==> config.mk <==
export PLATFORM = sky130hd
export DESIGN_NAME = mem_wb_pipe
export DESIGN_NICKNAME = d
export VERILOG_FILES = /design/src/rtl/wb_pkg.sv /design/src/rtl/mem_wb_skid.sv /design/src/rtl/mem_wb_pipe.sv
export SDC_FILE = /design/constraint.sdc
export NUM_CORES = 1
export LEC_CHECK = 0
export ABC_CLOCK_PERIOD_IN_PS = 1800
export BUFFER_PORTS_ARGS = -buffer_cell sky130_fd_sc_hd__buf_2
export CAP_MARGIN = 20
export CORE_ASPECT_RATIO = 1.2
export CORE_MARGIN = 2
export CORE_UTILIZATION = 44
export DETAILED_ROUTE_END_ITERATION = 7
export GPL_TIMING_DRIVEN = 0
export MAX_ROUTING_LAYER = met4
export PLACE_DENSITY = 0.79
export SLEW_MARGIN = 5
export SYNTH_ARGS = -nofsm -noshare
export SYNTH_HDL_FRONTEND = slang
export SYNTH_SLANG_ARGS = --single-unit
==> constraint.sdc <==
create_clock -name clk -period 1.8 [get_ports clk]
set_input_delay 0.18 -clock clk [delete_from_list [all_inputs] [get_ports clk]]
set_output_delay 0.18 -clock clk [all_outputs]
set_load 0.02 [all_outputs]
==> src/rtl/wb_pkg.sv <==
// Shared constants and bundle layout for the MEM/WB pipeline register.
// Channel k of a packed bundle sits at [k*AW +: AW] / [k*DW +: DW].
package wb_pkg;

  localparam int NCH_DEF = 2;
  localparam int AW_DEF  = 5;
  localparam int DW_DEF  = 32;

  typedef struct packed {
    logic              wreg;
    logic [AW_DEF-1:0] addr;
    logic [DW_DEF-1:0] data;
  } wb_ch_t;

endpackage

==> src/rtl/mem_wb_skid.sv <==
// One-entry skid buffer holding a sanitised write-back bundle.
// Filled while the output is held, drained when the output moves.
module mem_wb_skid
  import wb_pkg::*;
#(
  parameter int NCH = NCH_DEF,
  parameter int AW  = AW_DEF,
  parameter int DW  = DW_DEF
) (
  input  logic              clk,
  input  logic              rst,
  input  logic              push,
  input  logic              pop,
  input  logic              flush,
  input  logic [NCH-1:0]    in_wreg,
  input  logic [NCH*AW-1:0] in_addr,
  input  logic [NCH*DW-1:0] in_data,
  output logic              full,
  output logic [NCH-1:0]    wreg,
  output logic [NCH*AW-1:0] addr,
  output logic [NCH*DW-1:0] data
);

  // entry state: flush/pop empty it, push fills it
  always_ff @(posedge clk or negedge rst) begin
    if (!rst) begin
      full <= 1'b0;
      wreg <= '0;
      addr <= '0;
      data <= '0;
    end else if (flush) begin
      full <= 1'b0;
      wreg <= '0;
    end else if (push) begin
      full <= 1'b1;
      wreg <= in_wreg;
      addr <= in_addr;
      data <= in_data;
    end else if (pop) begin
      full <= 1'b0;
      wreg <= '0;
    end
  end

endmodule

==> src/rtl/mem_wb_pipe.sv <==
// MEM->WB pipeline register with load-time write-enable sanitising.
// Define MEM_WB_SKID_EN for a registered o_ready with a one-entry skid.
module mem_wb_pipe
  import wb_pkg::*;
#(
  parameter int NCH = NCH_DEF,
  parameter int AW  = AW_DEF,
  parameter int DW  = DW_DEF
) (
  input  logic              clk,
  input  logic              rst,
  input  logic              i_valid,
  output logic              o_ready,
  input  logic [NCH-1:0]    i_wreg,
  input  logic [NCH*AW-1:0] i_wreg_addr,
  input  logic [NCH*DW-1:0] i_wreg_data,
  input  logic              i_flush,
  output logic              o_valid,
  input  logic              i_ready,
  output logic [NCH-1:0]    o_wreg,
  output logic [NCH*AW-1:0] o_wreg_addr,
  output logic [NCH*DW-1:0] o_wreg_data
);

  logic [NCH-1:0]    san_wreg;
  logic              out_move;
  logic              accept;
  logic              load;
  logic [NCH-1:0]    ld_wreg;
  logic [NCH*AW-1:0] ld_addr;
  logic [NCH*DW-1:0] ld_data;

  // drop writes to r0 and writes shadowed by a higher channel
  always_comb begin
    san_wreg = '0;
    for (int k = 0; k < NCH; k++) begin
      san_wreg[k] = i_wreg[k] &&
        (i_wreg_addr[k*AW +: AW] != '0);
      for (int j = k + 1; j < NCH; j++) begin
        if (i_wreg[j] &&
            i_wreg_addr[j*AW +: AW] ==
            i_wreg_addr[k*AW +: AW])
          san_wreg[k] = 1'b0;
      end
    end
  end

  assign out_move = !o_valid || i_ready;
  assign accept   = i_valid && o_ready;

`ifdef MEM_WB_SKID_EN
  logic              skid_full;
  logic [NCH-1:0]    skid_wreg;
  logic [NCH*AW-1:0] skid_addr;
  logic [NCH*DW-1:0] skid_data;

  assign o_ready = !skid_full;

  mem_wb_skid #(
    .NCH(NCH),
    .AW (AW),
    .DW (DW)
  ) u_skid (
    .clk    (clk),
    .rst    (rst),
    .push   (accept && !out_move),
    .pop    (out_move && skid_full),
    .flush  (i_flush),
    .in_wreg(san_wreg),
    .in_addr(i_wreg_addr),
    .in_data(i_wreg_data),
    .full   (skid_full),
    .wreg   (skid_wreg),
    .addr   (skid_addr),
    .data   (skid_data)
  );

  assign load    = out_move && (skid_full || accept);
  assign ld_wreg = skid_full ? skid_wreg : san_wreg;
  assign ld_addr = skid_full ? skid_addr : i_wreg_addr;
  assign ld_data = skid_full ? skid_data : i_wreg_data;
`else
  assign o_ready = out_move;
  assign load    = accept;
  assign ld_wreg = san_wreg;
  assign ld_addr = i_wreg_addr;
  assign ld_data = i_wreg_data;
`endif

  // output register: flush beats load, idle move empties it
  always_ff @(posedge clk or negedge rst) begin
    if (!rst) begin
      o_valid     <= 1'b0;
      o_wreg      <= '0;
      o_wreg_addr <= '0;
      o_wreg_data <= '0;
    end else if (i_flush) begin
      o_valid <= 1'b0;
      o_wreg  <= '0;
    end else if (load) begin
      o_valid     <= 1'b1;
      o_wreg      <= ld_wreg;
      o_wreg_addr <= ld_addr;
      o_wreg_data <= ld_data;
    end else if (out_move) begin
      o_valid <= 1'b0;
      o_wreg  <= '0;
    end
  end

endmodule

Word-level counts from Yosys, hierarchy flattened --
Cells that the tools add are included.
Storage, ports and cells: register bits 77, bits in latches 0, memory bits (writable) 0, memory bits (read-only) 0, bits of input ports 81, word-level logic and storage cells 23, memories kept 0
Cells by class: $add $sub $neg 0, multipliers 0, divide/modulo/power cells 0, order comparisons 0, eq/ne operators 1, shift-type cells 0, muxes and demuxes 7, bitwise operators 1, reductions and logical operators 10
Operators by type and width (count):
- $reduce_bool A5 Y1 | 2
- $mux W2 | 3
- $eq A5 B5 Y1 | 1
- $logic_and A1 B1 Y1 | 4
- $mux W1 | 4
- $reduce_bool A3 Y1 | 1
- $reduce_and A2 Y1 | 1
- $logic_not A1 Y1 | 1
- $logic_or A1 B1 Y1 | 1
- $not A1 Y1 | 1

Longest topological paths before layout --
Gate-level depths: netlist (run 1).
word-level depth 5, depth in mapped cells 6

Worst setup path before layout (run 1) --
No wires, ideal clock.
path type register to register, start reg o_valid, end reg o_wreg_data[19], arrival time 1507 ps, path slack 168 ps, stages on the path, launching flop included 6, path buffers 2, clock period less this slack 1632 ps, path through dfrtp_1 -> nand2b_4 -> nor3b_2 -> buf_4 -> buf_6 -> mux2_2
Between the ends: cells in the longest elaborated chain, start to end 4
RTL lines:
- start, declared | line mem_wb_pipe.sv:18 | output logic o_valid,
- start signal, assigned | line mem_wb_pipe.sv:93 | o_valid <= 1'b0;
- start signal, assigned | line mem_wb_pipe.sv:98 | o_valid <= 1'b0;
- start signal, assigned | line mem_wb_pipe.sv:101 | o_valid <= 1'b1;
- $logic_not A1 Y1 | line mem_wb_pipe.sv:48 | assign out_move = !o_valid || i_ready;
- $logic_or A1 B1 Y1 | line mem_wb_pipe.sv:48
- via o_ready | line mem_wb_pipe.sv:13 | output logic o_ready,
- $logic_and A1 B1 Y1 | line mem_wb_pipe.sv:49 | assign accept = i_valid && o_ready;
- $reduce_and A2 Y1 (no source line)
- end signal, assigned | line mem_wb_pipe.sv:104 | o_wreg_data <= ld_data;
- end, declared | line mem_wb_pipe.sv:22 | output logic [NCH*DW-1:0] o_wreg_data
The timed path passes the listed nets, and every way through them passes these cells. A chain may end at the register's enable or synchronous reset.

Worst setup path after layout (run 1) --
start reg o_valid, end reg o_wreg_data[20]
Between the ends: cells in the longest elaborated chain, start to end 4
RTL lines (line):
- $logic_not A1 Y1 | mem_wb_pipe.sv:48
- $logic_or A1 B1 Y1 | mem_wb_pipe.sv:48
- $logic_and A1 B1 Y1 | mem_wb_pipe.sv:49
- $reduce_and A2 Y1 (no source line)
No other way between the ends.

==> key figures, run 1 <==
Critical path
  • Data required time of the critical path: about 2000 ps
  • CP startpoint kind: flip-flop
  • Worst endpoint data arrival time: between 1500 and 2000 ps
  • Crit-path max cell delay: about 410 ps
  • Slowest cell on crit path: sky130_fd_sc_hd__dfrtp_1
  • Critical Path End Type: flip-flop
  • Critical path, cell by cell: nand2b_4 > nor3b_2 > buf_4 > buf_6 > mux2_2
  • Critical path class: flip-flop to flip-flop
  • Largest fanout on the critical path: 10

Synth
  • Fraction of post-synthesis cell area in the top cell type by area: 0.649
  • Leading cell types by total area after synthesis: sky130_fd_sc_hd__dfrtp_1 (65%), sky130_fd_sc_hd__mux2_2 (28%), sky130_fd_sc_hd__buf_6 (1.5%)
  • Library cell with the largest summed area after synthesis: sky130_fd_sc_hd__dfrtp_1
  • Yosys Warn Count: 0
  • Cell area after technology mapping: between 2000 and 3000 um2
  • Synthesized area per cell: 16.6 um2
  • Post-synthesis net count: 260
  • Register bit total from synthesis: 77
  • Post-synth cell types: 20
  • Number of instances in the synthesized netlist: approximately 180
  • Post-synthesis sequential area ratio: 0.649

Pwr
  • Leakage dissipation: 2.03 nW
  • Peak supply drop: 0.000682 V
  • Switching part of the total power: 0.304
  • Sequential cell fraction of total power: 0.470
  • Switching power summed over all nets: roughly 1.4 mW
  • Power per standard cell area: 1120 nW/um2
  • Clock share of power: 0.270
  • Combinational fraction of design power: 0.260
  • Power Internal: about 3.2 mW

Floorplanning
  • Overall die height: 94.0 um
  • Standard-cell row count: 32
  • Starting density of the core: 0.458
  • Die span in x: 79.0 um
  • Boundary pin count: 159
  • Total Die Area: ~7400 um2
  • Standard cell core area: between 6000 and 7000 um2

Drt
  • DRC violations left: 0
  • DRT Wirelength: 6380 um
  • Detail-routed via count per cell: 4.81
  • Detailed Routing Iterations Pass 1: 3
  • Routed length per placed instance: around 15 um
  • Remaining antenna violation count: 0
  • Total number of vias: approximately 2100
  • Initial drt markers: 44

STA
  • Tcrit/Tclk final: 0.907
  • Total of endpoints with negative setup slack in the final report: 0
  • Unrepaired setup endpoints after global routing: no
  • Worst-Margin Slew: 425 ps
  • Maximum clock frequency: 612 MHz
  • Setup slack after layout: between 150 and 200 ps
  • Total count of max-transition violations in the final report: 0
  • Final hold violations: 0
  • Clock skew: 4.72 ps
  • Final critical delay including setup and external delays: 1630 ps
  • Sum of negative setup slack: 0 ps
  • Tightest slew margin relative to the limit: 0.717

Cells and area
  • Total non-filler cell area in the finished layout: 4100 um2
  • Fraction of final layout cells sized beyond drive strength 1: 0.730
  • Combined area of the multi-input logic cells: 971 um2
  • FF/Latch Area: 1930 um2
  • Inserted Diodes: 0
  • Number of standard cells in the final layout excluding fillers: between 400 and 500
  • Area grow syn2layout: 37.9%
  • Leading cell types in the layout, fill and taps excluded: sky130_fd_sc_hd__buf_2 (160), sky130_fd_sc_hd__dfrtp_1 (77), sky130_fd_sc_hd__mux2_2 (74), sky130_fd_sc_hd__clkbuf_8 (13)
  • Most common cell after layout, fill and taps aside: sky130_fd_sc_hd__buf_2
  • Number of nets in the final layout: 431
  • Final-layout fill cell count: 539
  • Post-layout utilization of the core: 0.631

Clock tree
  • H-tree levels: 3
  • TritonCTS buffer count: 9
  • CTS clk-pin slew, worst paths: approximately 70 ps
  • Deepest clock path buffer count: 2
  • Total number of clock tree sinks: 77
  • Buffer type at the clock tree root: sky130_fd_sc_hd__clkbuf_8
  • Later-pin clock latency in the skew report: between 300 and 400 ps
  • Number of cells upsized or downsized after cts: 0
  • Post-CTS Setup Repair Bufs: 0
  • Clock tree from TritonCTS: yes

Placement
  • Post-Place Cell Area: 3890 um2
  • Number of input and output port buffers inserted: around 160
  • HPWL Detailed: 4940 um
  • DP Cell Count: 423
  • Global placer's final weighted congestion: 0.727
  • Setup WS pre-CTS: ~120 ps

Min path
  • Path class of the lowest-slack min-delay path: input pin to flip-flop

Global route
  • Number of antenna violations at the first check in global routing: 0
  • First-pass GRT wire length: 10200 um
  • Grt total ovfl: 0
  • Via count of the first global-routing pass: roughly 2200
  • Global Route Usage Sum: 0.185
  • Pin count of the biggest net entering global routing: 47

Run
  • Number of max-capacitance violations reported: 0

Status
  • Status: finished clean
[synthesized netlist by cell type, drive strengths merged]
cell type / count
nand2b: 1
nor3: 1
o21ai: 1
xnor2: 1
buf: 8
xor2: 4
nor3b: 1
mux2: 74
dfrtp: 77
a21oi: 1
inv: 1
nand2: 2
or4: 1
o211ai: 1
nor2: 2
nor4: 1
a32o: 1
and3: 1
[sequential cells by signal (all words and copies together), names as in the netlist]
register     flops
o_wreg_data     64
o_wreg_addr     10
o_valid          1
o_wreg           2
[final timing paths]
| kind | cells after the start | slack [ps] | start | end |
|---|---|---|---|---|
| hold / removal | 2 | 30 | i_flush | o_valid |
| hold reg to reg | 2 | 500 | o_wreg[0] | o_wreg[0] |
| setup reg to reg | 5 | 170 | o_valid | o_wreg_data[20] |
| min in group asynchronous | 2 | 320 | rst | o_wreg_data[40] |
| setup / recovery | 5 | 170 | o_valid | o_wreg_data[20] |
| max in group asynchronous | 3 | 900 | rst | o_wreg_addr[3] |
[kinds of logic after synthesis]
family	share of synthesized area
AND/OR/NAND/NOR	0.0223
buffers and inverters	0.0240
flip-flops	0.649
AO/OA/AOI/OAI	0.00927
XOR/XNOR	0.0147
multiplexers	0.281
[power groups by stage]
stage | clock (mW) | combinational, mW | sequential, mW
2_1_floorplan | 0 | 0.332 | 2.55
3_3_place_gp | 0 | 1.17 | 2.17
3_5_place_dp | 0 | 1.20 | 2.19
4_1_cts | 1.29 | 1.21 | 2.15
5_1_grt | 1.36 | 1.27 | 2.19
6_report | 1.23 | 1.19 | 2.15
[layer usage]
metal  up-vias  global-route usage  wire [um]
met5         -                   -          0
met2        97               0.311       3300
met4         0              0.0963        115
li1        976                   -          -
met1      1033               0.209       2510
met3         9              0.0385        455
[critical path: cells and delay by family, from the launching register on]
kind	cells	cell delay (ps)
buffers and inverters	2	420
flip-flops	1	410
multiplexers	1	350
AND/OR/NAND/NOR	2	340
[final cells by class]
class,instances,share of cell area
clock buffers,13,0.0437
well taps,85,0.0260
repair buffers,160,0.201
plain buffers,8,0.0165
flip-flops and latches,77,0.471
clock inverters,3,0.00428
multi-input cells,93,0.237
inverters,1,0.000917
[timing repair]
item,4_1_cts,5_1_grt
hold buffers,1,0
endpoints found under the setup margin,0,0
hold endpoints to repair,31,0
[metrics by stage]
stage,hold WS [ps],power (mW)
after floorplan,-116,2.88
after global placement,374,3.33
after detailed placement,146,3.39
after CTS,9.67,4.65
after global routing,17.2,4.82
final,34.2,4.57
Power figures use the tool's default switching activity.
==> run 2, diff against run 1 <==
ABC_AREA = 1   (was default)
CORE_UTILIZATION = 45   (was 44)
PLACE_DENSITY = 0.8   (was 0.79)
==> run 2 against run 1 <==
Clock skew increased by 2.5 ps. Largest power group unchanged. Highest routed layer unchanged. Largest cell class unchanged. Critical path type is now input pin to flip-flop. Global-route usage increased by 2.6 points. Sequential share of layout area is 1.3 points lower.
==> key figures, run 2 <==
Global route
  • Pin count of the biggest net entering global routing: 67
  • Grt total ovfl: 0
  • First-pass GRT wire length: between 10000 and 15000 um
  • Global Route Usage Sum: 0.211
  • Via count of the first global-routing pass: 2696
  • Number of antenna violations at the first check in global routing: 0

STA
  • Total count of max-transition violations in the final report: 0
  • Tcrit/Tclk final: 0.759
  • Total of endpoints with negative setup slack in the final report: 0
  • Maximum clock frequency: 732 MHz
  • Unrepaired setup endpoints after global routing: no
  • Worst-Margin Slew: 320 ps
  • Smallest hold slack: 27.0 ps
  • Final critical delay including setup and external delays: 1370 ps
  • Clock skew: 7.22 ps
  • Final hold violations: 0
  • Sum of negative setup slack: 0 ps
  • Tightest slew margin relative to the limit: 0.787

Placement
  • HPWL Detailed: 5670 um
  • DP Cell Count: 600
  • Number of input and output port buffers inserted: 158
  • Global placer's final weighted congestion: 0.774

Floorplanning
  • Overall die height: between 90 and 100 um
  • Die span in x: between 70 and 80 um
  • Starting density of the core: 0.456
  • Standard cell core area: just under 7000 um2
  • Total Die Area: 7510 um2
  • Standard-cell row count: 33
  • Boundary pin count: 159

Synth
  • Number of enable flip-flop cells after synthesis: 0
  • Register bit total from synthesis: 77
  • Most used flip-flop cell after synthesis: sky130_fd_sc_hd__dfrtp_1
  • Post-synthesis net count: 435
  • Fraction of registers with async set/reset: 1.00
  • Number of instances in the synthesized netlist: 354
  • Post-synthesis sequential area ratio: 0.627
  • Fraction of post-synthesis cell area in the top cell type by area: 0.627
  • Library cell with the largest summed area after synthesis: sky130_fd_sc_hd__dfrtp_1
  • Post-synth cell types: 14
  • Yosys Warn Count: 0
  • Cell area after technology mapping: 3070 um2
  • Synthesized area per cell: around 8.7 um2
  • Leading cell types by total area after synthesis: sky130_fd_sc_hd__dfrtp_1 (63%), sky130_fd_sc_hd__nand2_1 (27%), sky130_fd_sc_hd__buf_6 (2.2%)
  • Most frequent cells after synthesis: sky130_fd_sc_hd__nand2_1 (221), sky130_fd_sc_hd__dfrtp_1 (77), sky130_fd_sc_hd__inv_1 (11), sky130_fd_sc_hd__o21ai_0 (10), sky130_fd_sc_hd__buf_4 (7)
  • Cell with the most instances after synthesis: sky130_fd_sc_hd__nand2_1

Pwr
  • Power per standard cell area: 1050 nW/um2
  • Sum of internal, switching and leakage power: 4.42 mW
  • Leakage dissipation: 2.54 nW
  • Peak supply drop: around 0.00054 V

Clock tree
  • CTS clk-pin slew, worst paths: approximately 80 ps
  • TritonCTS buffer count: 9
  • Deepest clock path buffer count: 2
  • H-tree levels: 3
  • Total number of clock tree sinks: 77
  • Clock tree from TritonCTS: yes
  • Number of cells upsized or downsized after cts: 0
  • Buffer type at the clock tree root: sky130_fd_sc_hd__clkbuf_8
  • Later-pin clock latency in the skew report: 340 ps

Critical path
  • Critical path class: input pin to flip-flop
  • Largest fanout on the critical path: 10
  • Critical Path End Type: flip-flop
  • CP startpoint kind: input pin
  • Worst endpoint data arrival time: 1590 ps
  • Data required time of the critical path: 2020 ps
  • Setup slack, reg-to-reg: 590 ps

Status
  • Status: finished clean

Cells and area
  • Final-layout fill cell count: 576
  • Most common cell after layout, fill and taps aside: sky130_fd_sc_hd__nand2_1
  • Flip-flop count of the largest register, all copies and words added: 64
  • Most flops, register: o_wreg_data
  • Fraction of final layout cells sized beyond drive strength 1: 0.367
  • Post-layout utilization of the core: 0.626
  • Area grow syn2layout: 37.1%
  • Number of standard cells in the final layout excluding fillers: 618
  • Inserted Diodes: 0
  • Leading cell types in the layout, fill and taps excluded: sky130_fd_sc_hd__nand2_1 (221), sky130_fd_sc_hd__buf_2 (160), sky130_fd_sc_hd__dfrtp_1 (77), sky130_fd_sc_hd__inv_1 (11), sky130_fd_sc_hd__o21ai_0 (10)
  • Regs by FF count: o_wreg_data (64), o_wreg_addr (10), o_wreg (2)
  • Number of nets in the final layout: about 600

Run
  • Number of max-capacitance violations reported: 0

Drt
  • Total number of vias: 2824
  • Detailed Routing Iterations Pass 1: 4
  • Remaining antenna violation count: 0
  • Detail-routed via count per cell: 4.57
  • Initial drt markers: 167
  • Routed length per placed instance: 12.2 um
  • DRT Wirelength: between 7000 and 8000 um
  • DRC violations left: 0

Min path
  • Path class of the lowest-slack min-delay path: input pin to flip-flop
==> run 2: cell types whose count changed in the layout (fill, tap and decap cells not counted), sizes merged, moves of 5 or more <==
cell   change
mux2      -74
o21ai      +9
nor2       +5
inv       +12
buf        +8
nand2    +221
==> run 2: final cells by class <==
type	count	area [um2]	area share
plain buffers	16	135	0.0321
clock buffers	10	128	0.0303
clock inverters	6	63.8	0.0151
inverters	13	48.8	0.0116
multi-input cells	248	961	0.228
flip-flops and latches	77	1930	0.457
well taps	87	109	0.0258
repair buffers	161	841	0.200
==> run 2: what timing repair did <==
item / CTS / global route
hold buffers: 2 / 0
endpoints found under the hold margin: 52 / 0
setup buffers: 0 / 0
==> run 2: cells by family (layout without fill, tap and decap cells) <==
group	after synthesis	in the layout	synth area share
and+or+nand+nor	236	236	0.293
DFF	77	77	0.627
buffers and inverters	29	206	0.0599
AOI/OAI and AO/OA	12	12	0.0196
==> run 2: final timing paths <==
kind                            startpoint               to  cells past startpoint
min in group asynchronous              rst  o_wreg_data[30]                      2
min                        i_wreg_data[55]  o_wreg_data[55]                      3
max in group asynchronous              rst  o_wreg_data[11]                      3
max                                i_flush  o_wreg_data[42]                      8
min reg2reg                o_wreg_data[44]  o_wreg_data[44]                      2
max reg2reg                        o_valid  o_wreg_data[42]                      6
==> run 2: through the flow <==
step,cell area [um2],setup WS [ps]
floorplan,3070,539
global placement,3970,90.5
detailed placement,4000,588
CTS,4210,469
global route,4210,357
finish,4210,434
==> run 2: worst max-delay path, cell delays in order <==
cell and delay, ps:
sky130_fd_sc_hd__dlygate4sd3_1 540, sky130_fd_sc_hd__buf_2 140, sky130_fd_sc_hd__nor2_2 140, sky130_fd_sc_hd__nand2_2 90, sky130_fd_sc_hd__buf_4 180, sky130_fd_sc_hd__buf_4 180
sky130_fd_sc_hd__nand2_1 80, sky130_fd_sc_hd__nand2_1 60
==> run 2: where the power goes <==
group | internal (mW) | switching (mW)
Clock | 0.638 | 0.611
Combinational | 0.383 | 0.686
Sequential | 1.97 | 0.129
Total | 2.99 | 1.43
==> run 2: per-layer routing <==
metal / part of all wire / wire [um] / up-vias / GRT usage
met5: 0 / 0 / - / -
met4: 0.015 / 117 / 0 / 0.0991
met3: 0.058 / 440 / 10 / 0.0363
met2: 0.50 / 3810 / 112 / 0.352
met1: 0.42 / 3190 / 1294 / 0.250
li1: - / - / 1408 / -
